**src/rtl/speed_selector.sv**
```systemverilog
// Button front-end for the servo PWM controller: synchronise, debounce and edge-detect up/down, keep a saturating speed.
// Optional auto-repeat on held buttons is enabled by defining AUTO_REPEAT_EN.
module speed_selector #(
    parameter int DEBOUNCE_CYCLES = 1000000,
    parameter int MAX_SPEED       = 7,
    parameter int REPEAT_DELAY    = 25000000,
    parameter int REPEAT_PERIOD   = 12500000
) (
    input  logic       clk,
    input  logic       rst,
    input  logic       up,
    input  logic       down,
    output logic [2:0] speed,
    output logic       up_pulse,
    output logic       down_pulse,
    output logic       at_min,
    output logic       at_max
);

    localparam int            CW        = $clog2(DEBOUNCE_CYCLES);
    localparam logic [CW-1:0] CNT_LAST  = CW'(DEBOUNCE_CYCLES - 1);
    localparam logic [2:0]    SPEED_MAX = 3'(MAX_SPEED);

    if (DEBOUNCE_CYCLES < 2 || MAX_SPEED < 1 || MAX_SPEED > 7 ||
        REPEAT_DELAY < 1 || REPEAT_PERIOD < 1) begin : g_param_check
        $error("speed_selector: parameter out of range");
    end

    // Bit 0 carries the up button, bit 1 the down button throughout.
    logic [1:0]    btn;
    logic [1:0]    s1;
    logic [1:0]    s2;
    logic [1:0]    stable;
    logic [1:0]    stable_d;
    logic [1:0]    pulse;
    logic [1:0]    rep;
    logic [CW-1:0] cnt [2];

    assign btn = {down, up};

    always_ff @(posedge clk) begin
        if (rst) begin
            s1       <= '0;
            s2       <= '0;
            stable   <= '0;
            stable_d <= '0;
            pulse    <= '0;
            for (int i = 0; i < 2; i++) cnt[i] <= '0;
        end else begin
            s1       <= btn;
            s2       <= s1;
            stable_d <= stable;
            pulse    <= (stable & ~stable_d) | rep;
            for (int i = 0; i < 2; i++) begin
                if (s2[i] == stable[i]) begin
                    cnt[i] <= '0;
                end else if (cnt[i] == CNT_LAST) begin
                    stable[i] <= s2[i];
                    cnt[i]    <= '0;
                end else begin
                    cnt[i] <= cnt[i] + CW'(1);
                end
            end
        end
    end

`ifdef AUTO_REPEAT_EN
    localparam int RMAX = (REPEAT_DELAY > REPEAT_PERIOD) ? REPEAT_DELAY : REPEAT_PERIOD;
    localparam int RW   = $clog2(RMAX + 1);

    // rcnt counts edges since the debounced level rose; rphase selects
    // the first-repeat delay versus the steady repeat period.
    logic [RW-1:0] rcnt [2];
    logic [1:0]    rphase;
    logic [1:0]    fire;

    always_comb begin
        fire = '0;
        for (int i = 0; i < 2; i++) begin
            fire[i] = stable[i] &&
                      (rcnt[i] == (rphase[i] ? RW'(REPEAT_PERIOD) : RW'(REPEAT_DELAY)));
        end
    end

    always_ff @(posedge clk) begin
        if (rst) begin
            rphase <= '0;
            for (int i = 0; i < 2; i++) rcnt[i] <= '0;
        end else begin
            for (int i = 0; i < 2; i++) begin
                if (!stable[i]) begin
                    rcnt[i]   <= '0;
                    rphase[i] <= 1'b0;
                end else if (fire[i]) begin
                    rcnt[i]   <= RW'(1);
                    rphase[i] <= 1'b1;
                end else begin
                    rcnt[i] <= rcnt[i] + RW'(1);
                end
            end
        end
    end

    assign rep = fire;
`else
    assign rep = '0;
`endif

    assign up_pulse   = pulse[0];
    assign down_pulse = pulse[1];

    always_ff @(posedge clk) begin
        if (rst) begin
            speed <= '0;
        end else if (pulse == 2'b01) begin
            speed <= (speed == SPEED_MAX) ? speed : speed + 3'd1;
        end else if (pulse == 2'b10) begin
            speed <= (speed == 3'd0) ? speed : speed - 3'd1;
        end
    end

    assign at_min = (speed == 3'd0);
    assign at_max = (speed == SPEED_MAX);

endmodule

```
**config.mk**
```make
export PLATFORM = sky130hd
export DESIGN_NAME = speed_selector
export DESIGN_NICKNAME = d
export VERILOG_FILES = /design/src/rtl/speed_selector.sv
export SDC_FILE = /design/constraint.sdc
export NUM_CORES = 1
export LEC_CHECK = 0
export CAP_MARGIN = 20
export CORE_MARGIN = 10
export CORE_UTILIZATION = 40
export CTS_CLUSTER_SIZE = 10
export DETAILED_ROUTE_END_ITERATION = 8
export SLEW_MARGIN = 15
export SYNTH_ARGS = -nofsm -noshare
export SYNTH_HDL_FRONTEND = slang
export SYNTH_SLANG_ARGS = --single-unit
```
**constraint.sdc**
```tcl
create_clock -name clk -period 2.3 [get_ports clk]
set_clock_uncertainty 0.15 [all_clocks]
set_input_delay 0.23 -clock clk [delete_from_list [all_inputs] [get_ports clk]]
set_output_delay 0.23 -clock clk [all_outputs]
set_load 0.02 [all_outputs]
```
# Word-level counts from Yosys, hierarchy flattened
# Memory sizes are Yosys's and may differ from the RTL's.
# Cells that the tools add are included.
word_totals:
  reg_bits: 13
  latchBits: 0
  mem_bits_rw: 40
  rom_bits: 0
  input_bits: 4
  output_inout_bits: 7
  wordCells: 70
  n_memories: 1
memory_table:
  columns: ["memory", "depth", "width", "read_ports", "rd_clocked_by_memory_dff", "wr", "line", "text"]
  rows:
  - ["cnt", 2, 20, 2, 0, 2, "37", "logic [CW-1:0] cnt [2];"]
op_classes:
  addsub: 4
  mul: 0
  div_mod_pow: 0
  magnitude_cmp: 0
  n_eq_ne: 9
  shifts: 0
  mux: 34
  n_bitwise: 10
  reduce_logical: 5
op_table:
  columns: ["op", "count"]
  rows:
  - ["two-way mux 20 bit", 6]
  - ["adder 20 x 1 -> 20 bit (second input constant)", 2]
  - ["== test 20 bit (second input constant)", 2]
  - ["two-way mux 1 bit", 24]
  - ["two-way mux 3 bit", 4]
  - ["bitwise OR 1 bit", 6]
  - ["AND reduction 2 bit", 2]
  - ["adder 3 x 1 -> 3 bit (second input constant)", 1]
  - ["== test 3 bit (second input constant)", 1]
  - ["logical NOT 3 bit", 1]
  - ["AND reduction 3 bit", 1]
  - ["subtractor 3 x 1 -> 3 bit (second input constant)", 1]
  - ["bitwise AND 2 bit", 1]
  - ["== test 1 bit", 2]
  - ["== test 2 x 1 -> 1 bit (second input constant)", 1]
  - ["== test 2 bit (second input constant)", 1]
  - ["!= test 2 x 1 -> 1 bit (second input constant)", 1]
  - ["!= test 2 bit (second input constant)", 1]
  - ["NOT 1 bit", 2]
  - ["NOT 2 bit", 1]
  - ["nonzero test 2 bit", 1]

# Depth between registers and ports, before layout
# Gate-level depths: netlist of run 1.
# An unclocked memory read counts as a cell.
logic_depth:
  word_depth: 8
  mapped_depth: 7
  depth_no_buf: 5

# Worst setup path before layout of run 1
# Ideal clock, no wire load.
synth_path:
  kind: "register to register"
  startpoint: "register speed[0]"
  endpoint: "register speed[1]"
  setup_ps: 127
  arrival_time_ps: 1530
  required_ps: 2023
  path_slack_ps: 492
  stages_incl_launch_ff: 5
  n_path_buf: 0
  synth_period_minus_slack_ps: 1808
  cell_sequence: "dfxtp_1 > nor3_1 > o22a_1 > mux2i_1 > nor2_1"
synth_between:
  elab_cells_between_ends: 11
  cone_classes: "add/sub (2); eq/ne (3); mux (4); reduce/logical (2)"
synth_rtl:
  columns: ["element", "line", "text"]
  rows:
  - ["start, declared", "13", "output logic [2:0] speed,"]
  - ["start signal, assigned", "116", "speed <= (speed == SPEED_MAX) ? speed : speed + 3'd1;"]
  - ["start signal, assigned", "118", "speed <= (speed == 3'd0) ? speed : speed - 3'd1;"]
  - ["logical NOT 3 bit", null, null]
  - ["named net at_min", "16", "output logic at_min,"]
  - ["!= test 2 x 1 -> 1 bit (no source line)", null, null]
  - ["AND reduction 3 bit (no source line)", null, null]
# The timed path passes the listed nets, and every way through them passes these cells. The select of a mux whose other input is x is not followed.
# A chain may end at the register's enable or synchronous reset.

==> flow_summary.toml, run 1 <==
[clock_network]
htreeDepth = 2
clk_pin_slew_ps = 100
cts_resized = 0
clk_latency_ps = 310
clk_path_buf_depth = 2
cts_buffers = 5
cts_tree = "built"
cts_setup_buffers = 0
hold_buffers = 0
cts_root_buf = "clkbuf_8"
cts_sinks = 53

[synthesis]
yosysSeqAreaShare = 0.5295
synth_edf_count = 40
synth_area_um2 = 2760
synthCells = 252
synth_warnings = 0
yosysUniqueCellTypes = 47
synth.ff_latch_count = 53
syn_area_per_cell_um2 = 10.95
synth_top_flop_cell = "edfxtp_1"
synthArstFlopShare = 0

[timing]
fin_setup_tns_ps = 0
setup_viol = 0
fin_ws_ps = 279.4
hold_viol_final = 0
period_needed_ps = 2021
drv_slew = 0
rsz0062_at_grt = "false"
fmax_ghz = 0.4949
fin_crit_sh = 0.8785

[global_routing]
track_usage = 0.09650
grt_remaining_overflow = 0
grt_max_degree = 20
grt_pass1_vias = 1764
grt_first_pass_wirelength_um = 8211
antenna_found_initial = 0

[drt]
routed_wl_um = 4677
via_per_inst = 4.927
wl_per_cell_um = 12.12
ant_nets = 0
first_iter_violations = 68
vias = 1902
drc = 0
firstDrtPassIters = 4

[floorplan]
fp.dieW_um = 103.1
die-area_um2 = 10620
ios = 11
die_y_um = 103.1
core_area_um2 = 6756
start_util = 0.4085
std_cell_rows = 30

[pwr]
power_density_nw_per_um2 = 543.4
vdd.ir_drop.worst_v = 0.0002589
leakagePower_nw = 1.123

[setup_path]
required_ps = 2210
setup.worst_path.end_class = "flop"
cp_data_arrival_time_ps = 1930
worstSetupPathType = "flop to flop"
reg2reg_from = "cnt[1][0]$_SDFFCE_PN0P_"
crit_path_max_fanout = 12
reg2reg_depth = 6
timing.rr.end = "cnt[1][2]$_SDFFCE_PN0P_"
worstSetupStartpointType = "flop"
ff2ff_setup_slack_ps = 280

[place]
place_hpwl_um = 3428
place.port_buffers = 10
post-place-ws_ps = 272.3
gp_congestion = 0.7805
place_inst = 378

[worst_hold_path]
min_path_type = "flop to flop"
hold_end = "pulse[1]$_SDFF_PP0_"
whs_path_depth = 1
hold_start = "stable_d[1]$_SDFF_PP0_"

[job]
cap_violations = 0

[final_layout]
drive_gt1_frac = 0.09150
nFillCells = 646
finalNetCount = 312
syn_to_final_growth_pct = 15.41
fin_cells = 386
antenna_cells = 0

[run_status]
status = "completed"
[Yosys cell counts (3+ instances only)]
| library cell | number | area share |
|---|---|---|
| nand4_1 | 13 | 0.029 |
| o21ai_0 | 7 | 0.013 |
| and3_1 | 5 | 0.011 |
| nor3_1 | 3 | 0.0054 |
| nand2_1 | 6 | 0.0082 |
| nor2b_1 | 8 | 0.018 |
| and4_1 | 3 | 0.0095 |
| edfxtp_1 | 40 | 0.44 |
| nand3_1 | 12 | 0.022 |
| and2_1 | 5 | 0.011 |
| xor2_1 | 24 | 0.076 |
| o31ai_1 | 6 | 0.016 |
| or3_1 | 6 | 0.014 |
| xnor2_1 | 5 | 0.016 |
| a21oi_1 | 13 | 0.024 |
| dfxtp_1 | 13 | 0.094 |
| or4_1 | 6 | 0.016 |
| nand3_2 | 3 | 0.011 |
| buf_2 | 4 | 0.0073 |
| nor2_1 | 32 | 0.044 |
| inv_1 | 6 | 0.0082 |
[registers in the layout, summed over array words and instances (netlist names)]
| name | cells |
|---|---|
| s1 | 2 |
| stable_d | 2 |
| s2 | 2 |
| stable | 2 |
| pulse | 2 |
| cnt | 40 |
| speed | 3 |
[layer usage]
metal  wire, um  global-route usage
met2       2125              0.1521
met4         73             0.03422
met5          0                   0
met3        137             0.02413
met1       2339              0.1253
[report_power, final]
| group | internal [mW] | switching, mW | total, mW | leakage (nW) |
|---|---|---|---|---|
| clock network | 0.228 | 0.333 | 0.561 | 0.0506 |
| registers | 1.06 | 0.0309 | 1.09 | 0.518 |
| logic | 0.0338 | 0.0448 | 0.0786 | 0.554 |
| total | 1.32 | 0.408 | 1.73 | 1.12 |
[placed cells by master, fill, tap and decap left out, types with 3 or more instances in the layout]
cell / netlist / final
dfxtp_1: 13 / 13
clkbuf_8: 1 / 5
edfxtp_1: 40 / 40
nor2_1: 32 / 32
buf_4: 2 / 8
or3_1: 6 / 6
o21ai_0: 7 / 7
and4_1: 3 / 3
clkdlybuf4s50_1: 0 / 10
inv_1: 6 / 6
conb_1: 1 / 40
and3_1: 5 / 5
nand3_1: 12 / 12
nand4_1: 13 / 13
nor3_1: 3 / 3
nand3_2: 3 / 3
a21oi_1: 13 / 13
xor2_1: 24 / 24
or4_1: 6 / 6
nor2b_1: 8 / 8
nand2_1: 6 / 6
and2_1: 5 / 5
o31ai_1: 6 / 6
xnor2_1: 5 / 5
[worst max-delay path, cell delays in order, from the launching register on]
cell and delay, ps:
edfxtp_1 410, ha_1 230, and2_1 310, nand4_1 190
o21ai_1 200, buf_4 210, nor2_1 70
[metrics by stage]
stage          area [um2]  power [mW]    util  hold slack (ps)
4_1_cts              3186       1.765  0.4715            238.2
3_3_place_gp         3088       1.189  0.4570            221.7
5_1_grt              3186       1.812  0.4715            253.5
6_report             3186       1.731  0.4715            236.8
3_5_place_dp         3088       1.191  0.4570            221.5
2_1_floorplan        2907       1.164       -            159.1
[layout make-up]
cell class / instances / area [um2] / share of cell area
Clock buffer: 5 / 68.82 / 0.02160
Clock inverter: 3 / 28.78 / 0.009034
Inverter: 6 / 22.52 / 0.007070
Multi-Input combinational cell: 221 / 1344 / 0.4218
Sequential cell: 53 / 1461 / 0.4588
Tap cell: 80 / 100.1 / 0.03142
Timing Repair Buffer: 18 / 160.2 / 0.05027
[worst max path at each step]
stage	startpoint	end	slack, ps	cells after the start
6_report	cnt[1][0]$_SDFFCE_PN0P_	cnt[1][2]$_SDFFCE_PN0P_	280	6
5_1_grt	cnt[1][0]$_SDFFCE_PN0P_	cnt[1][2]$_SDFFCE_PN0P_	100	6
3_3_place_gp	cnt[1][0]$_SDFFCE_PN0P_	cnt[1][3]$_SDFFCE_PN0P_	260	6
4_1_cts	cnt[1][0]$_SDFFCE_PN0P_	cnt[1][3]$_SDFFCE_PN0P_	250	6
3_5_place_dp	cnt[1][0]$_SDFFCE_PN0P_	cnt[1][3]$_SDFFCE_PN0P_	270	6
2_1_floorplan	speed[0]$_SDFFE_PP0P_	speed[1]$_SDFFE_PP0P_	490	4
[cells by family after synthesis]
| logic type | Yosys count | share of synthesized area |
|---|---|---|
| AOI/OAI and AO/OA | 31 | 0.06981 |
| xor gates and xnor gates | 29 | 0.09202 |
| adders and majority gates | 3 | 0.01632 |
| buffers and inverters | 17 | 0.03672 |
| DFF | 53 | 0.5295 |
| muxes | 1 | 0.003627 |
| other | 1 | 0.001359 |
| and+or+nand+nor | 117 | 0.2507 |
Note: power is estimated with default switching activity, not from simulation.
==> run 2, diff against run 1 <==
--- a/config.mk
+++ b/config.mk
@@ -6,9 +6,9 @@
 export NUM_CORES = 1
 export LEC_CHECK = 0
 export CAP_MARGIN = 20
-export CORE_MARGIN = 10
 export CORE_UTILIZATION = 40
-export CTS_CLUSTER_SIZE = 10
+export CTS_CLUSTER_DIAMETER = 200
+export CTS_CLUSTER_SIZE = 24
 export DETAILED_ROUTE_END_ITERATION = 8
 export SLEW_MARGIN = 15
 export SYNTH_ARGS = -nofsm -noshare
==> run 2 against run 1 <==
  * Combinational power down 2%
  * Design area is essentially flat
  * Register-to-register slack gained 50 ps
  * Sequential power about the same
  * Via count down 1.0%
  * Die area fell by 32%
  * First-iteration DRC count is 28% higher
  * Routed wire length down 4.3%
  * Setup slack improved by 46 ps
  * Global-route usage up 4.3 points
  * Maximum frequency rose by 2.3%
  * Critical path type unchanged
  * Critical endpoint is now cnt[1][6]$_SDFFCE_PN0P_
  * Largest power group unchanged
==> flow_summary.toml, run 2 (synthesis gave the netlist of run 1 again) <==
[run_status]
status = "completed"

[drt]
firstDrtPassIters = 4
routed_wl_um = 4475
drc = 0
wl_per_cell_um = 11.71
first_iter_violations = 87
via_per_inst = 4.929
ant_nets = 0
vias = 1883

[clock_network]
clk_latency_ps = 300
htreeDepth = 2
cts_root_buf = "clkbuf_8"
cts_setup_buffers = 0
clk_path_buf_depth = 2
hold_buffers = 0
cts_sinks = 53
cts_tree = "built"
clk_pin_slew_ps = 90
cts_buffers = 5
cts_resized = 0

[pwr]
vdd.ir_drop.worst_v = 0.0002289
power_density_nw_per_um2 = 556.4
leakagePower_nw = 1.124
p_total_mw = 1.774

[floorplan]
die_y_um = 85.07
fp.dieW_um = 85.07
core_area_um2 = 6495
std_cell_rows = 29
die-area_um2 = 7237
ios = 11
start_util = 0.4250

[global_routing]
grt_pass1_vias = 1770
grt_first_pass_wirelength_um = 8066
antenna_found_initial = 0
grt_max_degree = 16
grt_remaining_overflow = 0
track_usage = 0.1400

[timing]
fin_setup_tns_ps = 0
period_needed_ps = 1975
whs_ps = 235.9
fin_crit_sh = 0.8585
setup_viol = 0
rsz0062_at_grt = "false"
hold_viol_final = 0
drv_slew = 0
fmax_ghz = 0.5064

[setup_path]
timing.rr.end = "cnt[1][6]$_SDFFCE_PN0P_"
reg2reg_depth = 6
worstSetupStartpointType = "flop"
ff2ff_setup_slack_ps = 330
worstSetupPathType = "flop to flop"
reg2reg_from = "cnt[1][0]$_SDFFCE_PN0P_"
setup.worst_path.end_class = "flop"
cp_data_arrival_time_ps = 1880
required_ps = 2210
crit_path_max_fanout = 11

[worst_hold_path]
min_path_type = "flop to flop"
hold_start = "stable_d[0]$_SDFF_PP0_"
whs_path_depth = 1
hold_end = "pulse[0]$_SDFF_PP0_"

[final_layout]
finalNetCount = 311
antenna_cells = 0
reg.largest.list = "cnt (40), speed (3)"
fin_cells = 382
final_core_util = 0.4909
drive_gt1_frac = 0.08525
largest_register_ffs = 40
syn_to_final_growth_pct = 15.50
final_cell_mix = "edfxtp_1, conb_1, nor2_1"
largest-register = "cnt"

[place]
place_hpwl_um = 3260
gp_congestion = 0.7957
place_inst = 374
place.port_buffers = 10

[job]
cap_violations = 0
==> run 2: per-stage QoR <==
stage,setup slack [ps],instance area (um2)
after floorplan,492.5,2907
after global placement,400.6,3077
after detailed placement,334.8,3077
after CTS,308.5,3188
after global routing,116.3,3188
final,325.4,3188
==> run 2: worst max-delay path by stage <==
stage / start / to / slack [ps] / cells after the start
after global routing: cnt[1][0]$_SDFFCE_PN0P_ / cnt[1][6]$_SDFFCE_PN0P_ / 120 / 6
after CTS: cnt[1][0]$_SDFFCE_PN0P_ / cnt[1][6]$_SDFFCE_PN0P_ / 310 / 6
after floorplan: speed[0]$_SDFFE_PP0P_ / speed[1]$_SDFFE_PP0P_ / 490 / 4
after detailed placement: cnt[1][0]$_SDFFCE_PN0P_ / cnt[1][6]$_SDFFCE_PN0P_ / 330 / 6
final: cnt[1][0]$_SDFFCE_PN0P_ / cnt[1][6]$_SDFFCE_PN0P_ / 330 / 6
after global placement: cnt[1][0]$_SDFFCE_PN0P_ / cnt[1][6]$_SDFFCE_PN0P_ / 400 / 6
==> run 2: layer usage <==
layer / up-vias / track usage / share of wire
met5: - / 0 / 0
met2: 17 / 0.2273 / 0.46
met4: 0 / 0.06471 / 0.023
li1: 980 / - / -
met1: 876 / 0.1770 / 0.49
met3: 10 / 0.03307 / 0.026
==> run 2: final cells by class <==
class | count | area [um2]
fill | 622 | 3307
timing repair buffer | 17 | 152.6
multi-input combinational | 221 | 1344
inverter | 6 | 22.52
sequential | 53 | 1461
tap | 77 | 96.34
clock buffer | 8 | 111.4
==> run 2: where the power goes <==
group | switching [mW] | internal (mW)
sequential | 0.0316 | 1.06
combinational | 0.0437 | 0.0333
clock | 0.293 | 0.311
total | 0.369 | 1.41
==> run 2: critical path, cell delays in order, from the launching register on <==
cell and delay (ps):
edfxtp_1 410, ha_1 220, and2_1 300, nand4_1 170, o21ai_1 200, buf_4 220
nor2_1 70
